## src/rtl/clock_set_controller.sv

```systemverilog
// Mode/setting sequencer for the digital clock.
// Turns debounced MODE/INC levels into mode state, increment pulses and timeout.
module clock_set_controller #(
    parameter int unsigned HOLD_CYC    = 25_000_000,
    parameter int unsigned REP_CYC     = 10_000_000,
    parameter int unsigned TIMEOUT_CYC = 500_000_000
) (
    input  logic       clk,
    input  logic       rst,
    input  logic       mode_btn,
    input  logic       inc_btn,
    output logic       halt,
    output logic [1:0] field,
    output logic       inc_hour,
    output logic       inc_min,
    output logic       clr_sec
);

    typedef enum logic [1:0] {
        RUN   = 2'b00,
        SET_H = 2'b01,
        SET_M = 2'b10
    } state_e;

    localparam int unsigned HR_MAX =
        (HOLD_CYC > REP_CYC) ? HOLD_CYC : REP_CYC;
    localparam int HW = $clog2(HR_MAX + 1);
    localparam int TW = $clog2(TIMEOUT_CYC + 1);

    localparam logic [HW-1:0] HOLD_M1 = HW'(HOLD_CYC - 1);
    localparam logic [HW-1:0] REP_M1  = HW'(REP_CYC - 1);
    localparam logic [TW-1:0] TO_M1   = TW'(TIMEOUT_CYC - 1);

    state_e        state_q, state_d;
    logic          mode_prev_q, inc_prev_q;
    logic [HW-1:0] hold_q, hold_d;
    logic          rep_q, rep_d;
    logic          arm_q, arm_d;
    logic [TW-1:0] idle_q, idle_d;
    logic          inc_hour_q, inc_hour_d;
    logic          inc_min_q, inc_min_d;
    logic          clr_sec_q, clr_sec_d;

    logic mode_press, inc_press, inc_pulse, act;

    assign mode_press = mode_btn & ~mode_prev_q;
    assign inc_press  = inc_btn & ~inc_prev_q;

    assign halt     = (state_q != RUN);
    assign field    = state_q;
    assign inc_hour = inc_hour_q;
    assign inc_min  = inc_min_q;
    assign clr_sec  = clr_sec_q;

    // State, counters, edge-detect history and registered pulses.
    always_ff @(posedge clk or posedge rst) begin
        if (rst) begin
            state_q     <= RUN;
            mode_prev_q <= 1'b1;
            inc_prev_q  <= 1'b1;
            hold_q      <= '0;
            rep_q       <= 1'b0;
            arm_q       <= 1'b0;
            idle_q      <= '0;
            inc_hour_q  <= 1'b0;
            inc_min_q   <= 1'b0;
            clr_sec_q   <= 1'b0;
        end else begin
            state_q     <= state_d;
            mode_prev_q <= mode_btn;
            inc_prev_q  <= inc_btn;
            hold_q      <= hold_d;
            rep_q       <= rep_d;
            arm_q       <= arm_d;
            idle_q      <= idle_d;
            inc_hour_q  <= inc_hour_d;
            inc_min_q   <= inc_min_d;
            clr_sec_q   <= clr_sec_d;
        end
    end

    // Next mode, hold/repeat timing, idle timeout and pulse generation.
    always_comb begin
        state_d   = state_q;
        hold_d    = hold_q;
        rep_d     = rep_q;
        arm_d     = arm_q;
        idle_d    = idle_q;
        clr_sec_d = 1'b0;
        inc_pulse = 1'b0;
        act       = 1'b0;

        if (state_q == RUN) begin
            hold_d = '0;
            rep_d  = 1'b0;
            arm_d  = 1'b0;
            idle_d = '0;
            if (mode_press) begin
                state_d = SET_H;
            end
        end else begin
            if (mode_press) begin
                act       = 1'b1;
                hold_d    = '0;
                rep_d     = 1'b0;
                arm_d     = 1'b0;
                clr_sec_d = (state_q == SET_M);
                state_d   = (state_q == SET_H) ? SET_M : RUN;
            end else if (inc_press) begin
                act       = 1'b1;
                inc_pulse = 1'b1;
                hold_d    = '0;
                rep_d     = 1'b0;
                arm_d     = 1'b1;
            end else if (arm_q && inc_btn) begin
                if (rep_q ? (hold_q == REP_M1) : (hold_q == HOLD_M1)) begin
                    act       = 1'b1;
                    inc_pulse = 1'b1;
                    hold_d    = '0;
                    rep_d     = 1'b1;
                end else if (hold_q != '1) begin
                    hold_d = hold_q + 1'b1;
                end
            end else begin
                // Released (or held from before a mode change): stop repeating.
                hold_d = '0;
                rep_d  = 1'b0;
                arm_d  = 1'b0;
            end

            if (act) begin
                idle_d = '0;
            end else if (idle_q == TO_M1) begin
                state_d = RUN;
                idle_d  = '0;
                hold_d  = '0;
                rep_d   = 1'b0;
                arm_d   = 1'b0;
            end else begin
                idle_d = idle_q + 1'b1;
            end
        end

        inc_hour_d = inc_pulse && (state_q == SET_H);
        inc_min_d  = inc_pulse && (state_q == SET_M);
    end

endmodule

```

## config.mk

```make
export PLATFORM = sky130hd
export DESIGN_NAME = clock_set_controller
export DESIGN_NICKNAME = d
export VERILOG_FILES = /design/src/rtl/clock_set_controller.sv
export SDC_FILE = /design/constraint.sdc
export NUM_CORES = 1
export LEC_CHECK = 0
export ABC_AREA = 1
export BUFFER_PORTS_ARGS = -buffer_cell sky130_fd_sc_hd__buf_4
export CAP_MARGIN = 20
export CELL_PAD_IN_SITES_DETAIL_PLACEMENT = 1
export CELL_PAD_IN_SITES_GLOBAL_PLACEMENT = 1
export CORE_MARGIN = 4
export CORE_UTILIZATION = 46
export DETAILED_ROUTE_END_ITERATION = 16
export PLACE_DENSITY_LB_ADDON = 0.1
export SKIP_LAST_GASP = 1
export SLEW_MARGIN = 40
export SYNTH_ARGS = -nofsm -noshare
export SYNTH_HDL_FRONTEND = slang
export SYNTH_SLANG_ARGS = --single-unit
```

## constraint.sdc

```tcl
create_clock -name clk -period 1.95 [get_ports clk]
set_input_delay 0.195 -clock clk [delete_from_list [all_inputs] [get_ports clk]]
set_output_delay 0.195 -clock clk [all_outputs]
set_load 0.05 [all_outputs]
```

==> impl_metrics.py, run 1 <==
metrics = {
    "logic_synthesis": {
        "synthTopCellsByArea": "dfrtp_1, nand2_1, nor2_1",
        "yosysWarnings": 0,
        "synth_area_um2": 3810,
        "yosysTopAreaCell": "dfrtp_1",
        "synth-seq-cells": 63,
        "synth_nets": 537,
        "syn_area_per_cell_um2": 7.17,
        "synthCells": 531,
        "ys_seq_area_share_pct": 41.5,
        "synth_top_area_share_pct": 40.1,
        "yosysUniqueCellTypes": 33,
    },
    "clock_tree": {
        "cts_buffer_depth": 2,
        "numCtsBuffers": 9,
        "htree_levels": 3,
        "root_buffer": "clkbuf_8",
        "cts_tree": "yes",
        "clk_latency_ns": 0.36,
        "clk_pin_slew_worst_paths_ns": 0.08,
        "cts_sinks": 63,
    },
    "die": {
        "rows": 32,
        "start_util_pct": 48.3,
        "die_w_um": 99.0,
        "dieArea_um2": 9790,
        "die_height_um": 99.0,
        "core_area_um2": 7890,
        "top_level_ports": 10,
    },
    "critical_path": {
        "cp_num_buf_inv": 1,
        "cp-start-kind": "flop",
        "cp_cell_sequence": "nor2_1, nand3_1, nor2_1, nor2_1, nor2_2, nand2_2, nand2_4, nand2_8, nand2_4, nand3_4, clkbuf_16, nor2_2",
        "slowest_delay_ns": 0.49,
        "worstSetupPathType": "reg2reg",
        "endpoint_kind": "flop",
        "crit_slowest_cell": "dfrtp_1",
        "cp.required_ns": 2.24,
        "cpLargestDelayFamily": "simple AND/OR/NAND/NOR gates",
        "cp_data_arrival_time_ns": 2.42,
        "cp_max_fo": 7,
        "cp_common_cell": "nor2_1",
    },
    "global_route": {
        "antenna_found_initial": 0,
        "grt_pass1_wl_mm": 20.3,
        "grt_usage_pct": 25.5,
        "first_global_vias": 4183,
        "grt.overflow.total": 0,
        "grt_max_degree": 25,
    },
    "final_layout": {
        "fin_cells": 703,
        "n_antenna_cell": 0,
        "drive_above_1_share_pct": 21.5,
        "fin_nets": 602,
        "fillers": 1001,
        "areaGrowthSynthToFinish_pct": 26.8,
        "design_area_um2": 4820,
    },
    "sta": {
        "finalHoldViolations": 0,
        "rsz0062_at_grt": "yes",
        "setup_violations": 49,
        "relSlewSlack_pct": 59.1,
        "fin_skew_ns": 0.0117,
        "worst_pin_slew_ns": 0.607,
        "setup_slack_ns": -0.182,
        "timing.hold.ws_ns": 0.440,
        "drv_slew": 0,
        "min_period_ns": 2.13,
        "min_period_over_period_pct": 109,
        "fmax_ghz": 0.469,
    },
    "power": {
        "irDropWorstVdd_v": 0.000382,
        "power.leakage_uw": 0.00205,
        "p_per_area_nw_per_um2": 683,
    },
    "route": {
        "drtAntennaViolNets": 0,
        "routed-via-count": 3944,
        "drt_pass1_iterations": 4,
        "wl_mm": 13.3,
        "viasPerCell": 5.61,
        "dr.first_iter.drc_count": 141,
        "wl_per_cell_um": 19.0,
        "drc_errors": 0,
    },
    "placed_design": {
        "io_buffers": 9,
        "placed_cell_area_um2": 4220,
        "gp_congestion": 0.868,
        "dp_cells": 668,
        "place_hpwl_mm": 8.77,
    },
    "run_status": {
        "status": "finished, violations left",
        "violations": "negative setup slack",
    },
    "flow_run": {
        "maxCapViolations": 0,
    },
    "worst_hold_path": {
        "hold_path.class": "in2async",
    },
}
flip-flops by register name (all words and copies together) (netlist names):
signal       count
field            2
inc_hour         1
idle_q          29
hold_q          25
clr_sec          1
arm_q            1
rep_q            1
inc_prev_q       1
inc_min          1
mode_prev_q      1
layer usage:
metal  track usage, %  part of all wire, %  wire length [um]
met5                0                    0                 0
met4             6.72                  3.1               409
met3             3.96                  3.9               516
met2             47.2                   52              6970
met1             30.7                   41              5460
timing repair:
action | in CTS | in global routing
hold buffers | 3 | 0
pin swaps | 1 | 15
resized for setup | 2 | 50
cloned | 0 | 3
buffers inserted | 2 | 11
endpoints found under the setup margin | 22 | 51
hold endpoints to repair | 23 | 0
worst reg2reg max path, cell delays in order, from the launching register on:
cell and delay, ns:
dfrtp_1 0.49, nor2_1 0.16, nand3_1 0.11, nor2_1 0.20
nor2_1 0.08, nor2_2 0.17, nand2_2 0.11, nand2_4 0.13
nand2_8 0.07, nand2_4 0.10, nand3_4 0.13, clkbuf_16 0.23
nor2_2 0.09
power by group:
| part | leakage [uW] | internal (uW) | switching (uW) |
|---|---|---|---|
| Combinational | 0.00109 | 201 | 399 |
| Clock | 0.000102 | 716 | 572 |
| Sequential | 0.000860 | 1360 | 48.3 |
| Total | 0.00205 | 2280 | 1020 |
metrics by stage:
stage	total power [uW]	util [%]	setup slack [ns]	setup TNS, ns
2_1_floorplan	1760	-	0.0495	0
3_3_place_gp	1950	53.5	-0.00820	-0.00820
3_5_place_dp	1970	53.5	-0.179	-0.782
4_1_cts	3240	56.8	0.0131	0
5_1_grt	3430	61.2	-0.260	-9.17
6_report	3300	61.2	-0.182	-6.30
final cells by class:
class	instances	area, um2	share of cell area (%)
clock buffers	10	128	2.65
clock inverters	6	85.1	1.76
inverters	68	259	5.37
multi-input cells	396	2120	44.0
flip-flops and latches	63	1580	32.8
well taps	102	128	2.65
repair buffers	58	519	10.8
final timing paths:
path,cells after the start,slack [ns],end,start
max in group asynchronous,4,0.83,mode_prev_q,rst
min in group clk,2,0.50,mode_prev_q,mode_btn
worst min register to register,1,0.53,inc_min,field[0]
worst max register to register,12,-0.18,hold_q[16],hold_q[16]
worst max-delay path,12,-0.18,hold_q[16],hold_q[16]
worst min-delay path,3,0.44,idle_q[6],rst
cell usage after synthesis:
master	n
a21boi_0	2
a21oi_1	9
a31oi_1	4
and2_1	1
and3_1	2
buf_2	1
buf_4	1
buf_6	2
clkinv_1	2
dfrtp_1	61
dfstp_2	2
ha_1	2
inv_1	65
inv_2	1
nand2_1	115
nand2_2	2
nand2_4	2
nand3_1	34
nand3_2	2
nand3b_1	1
nand4_1	17
nand4_2	1
nor2_1	104
nor2_2	8
nor2_4	3
nor3_1	40
nor3_2	1
nor3b_1	4
nor4_1	6
o21ai_0	11
o31ai_1	1
xnor2_1	4
xor2_1	20
layout by cell type, fill, tap and decap left out, drive strengths merged, types with 2 or more instances in the layout:
cell | netlist | final
nor3b | 4 | 4
clkinvlp | 0 | 3
and3 | 2 | 2
a31oi | 4 | 4
buf | 4 | 53
clkbuf | 0 | 12
xnor2 | 4 | 4
xor2 | 20 | 20
dfstp | 2 | 2
a21oi | 9 | 9
inv | 66 | 66
o21ai | 11 | 11
ha | 2 | 2
nor4 | 6 | 6
nand4 | 18 | 18
a21boi | 2 | 2
nand3 | 36 | 36
dfrtp | 61 | 61
nand2 | 119 | 119
nor3 | 41 | 41
clkinv | 2 | 3
dlygate4sd3 | 0 | 3
bufinv | 0 | 2
nor2 | 115 | 115
kinds of logic after synthesis:
family                   share of synthesized area, %
AND/OR/NAND/NOR                                  40.8
buffers and inverters                            7.63
flip-flops                                       41.5
AO/OA/AOI/OAI                                    3.88
XOR/XNOR                                         5.52
adder cells (fa/ha/maj)                         0.657
Power figures use the tool's default switching activity.
==> run 2: changes to the inputs <==
--- a/config.mk
+++ b/config.mk
@@ -7,13 +7,14 @@
 export LEC_CHECK = 0
 export ABC_AREA = 1
 export BUFFER_PORTS_ARGS = -buffer_cell sky130_fd_sc_hd__buf_4
-export CAP_MARGIN = 20
 export CELL_PAD_IN_SITES_DETAIL_PLACEMENT = 1
 export CELL_PAD_IN_SITES_GLOBAL_PLACEMENT = 1
+export CORE_ASPECT_RATIO = 1.25
 export CORE_MARGIN = 4
 export CORE_UTILIZATION = 46
 export DETAILED_ROUTE_END_ITERATION = 16
 export PLACE_DENSITY_LB_ADDON = 0.1
+export RECOVER_POWER = 100
 export SKIP_LAST_GASP = 1
 export SLEW_MARGIN = 40
 export SYNTH_ARGS = -nofsm -noshare
==> impl_metrics.py, run 2 (same netlist as run 1, synthesis figures left out) <==
metrics = {
    "final_layout": {
        "fillers": 1014,
        "areaGrowthSynthToFinish_pct": 26.2,
        "largest_reg_flops": 29,
        "fin_nets": 606,
        "top_register": "idle_q",
        "layout_common_cells": "nand2_1, nor2_1, inv_1",
        "drive_above_1_share_pct": 20.5,
        "final_common_cell": "nand2_1",
        "n_antenna_cell": 0,
        "design_area_um2": 4800,
    },
    "sta": {
        "fmax_ghz": 0.484,
        "relSlewSlack_pct": 55.2,
        "setup_slack_ns": -0.115,
        "rsz0062_at_grt": "yes",
        "min_period_over_period_pct": 106,
        "fin_skew_ns": 0.00930,
        "finalHoldViolations": 0,
        "setup_violations": 22,
        "timing.hold.ws_ns": 0.472,
        "min_period_ns": 2.06,
        "worst_pin_slew_ns": 0.672,
        "drv_slew": 0,
    },
    "die": {
        "die_height_um": 110,
        "dieArea_um2": 9800,
        "top_level_ports": 10,
        "rows": 36,
        "core_area_um2": 7930,
        "start_util_pct": 48.0,
        "die_w_um": 89.4,
    },
    "worst_hold_path": {
        "hold_path.class": "in2async",
    },
    "clock_tree": {
        "cts_tree": "yes",
        "root_buffer": "clkbuf_8",
        "clk_pin_slew_worst_paths_ns": 0.07,
        "cts_buffer_depth": 2,
        "clk_latency_ns": 0.36,
        "htree_levels": 3,
        "cts_sinks": 63,
        "numCtsBuffers": 9,
    },
    "placed_design": {
        "placed_cell_area_um2": 4200,
        "gp_congestion": 0.959,
        "place_hpwl_mm": 8.65,
        "io_buffers": 9,
    },
    "critical_path": {
        "cp-start-kind": "flop",
        "cp.required_ns": 2.20,
        "endpoint_kind": "flop",
        "cp_data_arrival_time_ns": 2.31,
        "worstSetupPathType": "reg2reg",
        "cp_max_fo": 4,
    },
    "route": {
        "drtAntennaViolNets": 0,
        "dr.first_iter.drc_count": 143,
        "routed-via-count": 3859,
        "drc_errors": 0,
        "wl_mm": 12.6,
        "viasPerCell": 5.51,
        "drt_pass1_iterations": 4,
        "wl_per_cell_um": 18.0,
    },
    "global_route": {
        "grt.overflow.total": 0,
        "antenna_found_initial": 0,
        "grt_usage_pct": 25.4,
        "grt_max_degree": 26,
        "first_global_vias": 4073,
        "grt_pass1_wl_mm": 18.8,
    },
    "run_status": {
        "violations": "negative setup slack",
        "status": "finished, violations left",
    },
    "power": {
        "p_switching_uw": 965,
        "clkPwrFrac_pct": 36.4,
        "comb_power_share_pct": 19.0,
        "p_per_area_nw_per_um2": 654,
        "p_seq_share_pct": 44.7,
        "power.leakage_uw": 0.00205,
        "switching_share_pct": 30.7,
        "p_int_uw": 2180,
        "irDropWorstVdd_v": 0.000476,
    },
    "flow_run": {
        "maxCapViolations": 0,
    },
}
-- run 2: changes by cell type in the layout (fill, tap and decap cells not counted), sizes merged --
| cell | before | now |
|---|---|---|
| bufinv | 2 | 1 |
| clkbuf | 12 | 25 |
| buf | 53 | 47 |
| clkinvlp | 3 | 2 |
| clkinv | 3 | 2 |
-- run 2: worst paths after layout --
kind,cells past startpoint,from,to,slack (ns)
worst min-delay path,3,rst,hold_q[0],0.47
worst min register to register,2,idle_q[0],idle_q[0],0.55
worst max register to register,11,hold_q[0],hold_q[13],-0.11
max in group asynchronous,4,rst,idle_q[25],0.42
worst max-delay path,11,hold_q[0],hold_q[13],-0.11
min in group clk,2,mode_btn,mode_prev_q,0.50
-- run 2: layout make-up --
cell class,instances,area (um2),share of cell area [%]
Clock buffer,13,149,3.10
Clock inverter,3,42.5,0.886
Inverter,68,259,5.39
Multi-Input combinational cell,396,2130,44.3
Sequential cell,63,1580,33.0
Tap cell,95,119,2.47
Timing Repair Buffer,62,522,10.9
-- run 2: worst max-delay path, stage by stage, from the launching register on --
cell     delay [ns]
dfrtp_1        0.38
ha_2           0.22
nand2_2        0.08
nor2_4         0.12
buf_4          0.15
nand3_1        0.13
nor2_2         0.17
nand4_1        0.16
buf_4          0.19
nand2_1        0.10
xor2_2         0.20
nor2_4         0.05
-- run 2: timing repair --
action | in CTS | in global routing
cloned | 0 | 3
setup endpoints to repair | 22 | 34
hold buffers | 3 | 0
pin swaps | 3 | 15
hold endpoints to repair | 14 | 0
gates resized for setup | 1 | 55
buffers inserted | 3 | 16
-- run 2: power groups by stage --
stage | clock network, uW | registers, uW | logic (uW)
after floorplan | 0 | 1500 | 263
after global placement | 0 | 1420 | 523
after detailed placement | 0 | 1430 | 536
after CTS | 1150 | 1400 | 549
after global routing | 1230 | 1410 | 653
final | 1140 | 1400 | 596
-- run 2: through the flow --
stage               setup WS (ns)  setup TNS [ns]  utilization, %  cells  power (uW)
floorplan                  0.0495               0               -    531        1760
global placement          -0.0245         -0.0245            52.9    659        1950
detailed placement        -0.0918          -0.365            52.9    659        1960
CTS                      0.000355               0            56.0    681        3110
global route               -0.248           -5.71            60.6    700        3300
finish                     -0.115           -1.91            60.6    700        3140
-- run 2: layer usage --
layer	share of wire, %	vias to the layer above	global-route usage (%)
li1	-	1854	-
met1	38	1885	26.8
met2	54	74	46.0
met3	2.6	46	4.50
met4	4.8	0	14.7
met5	0	-	0
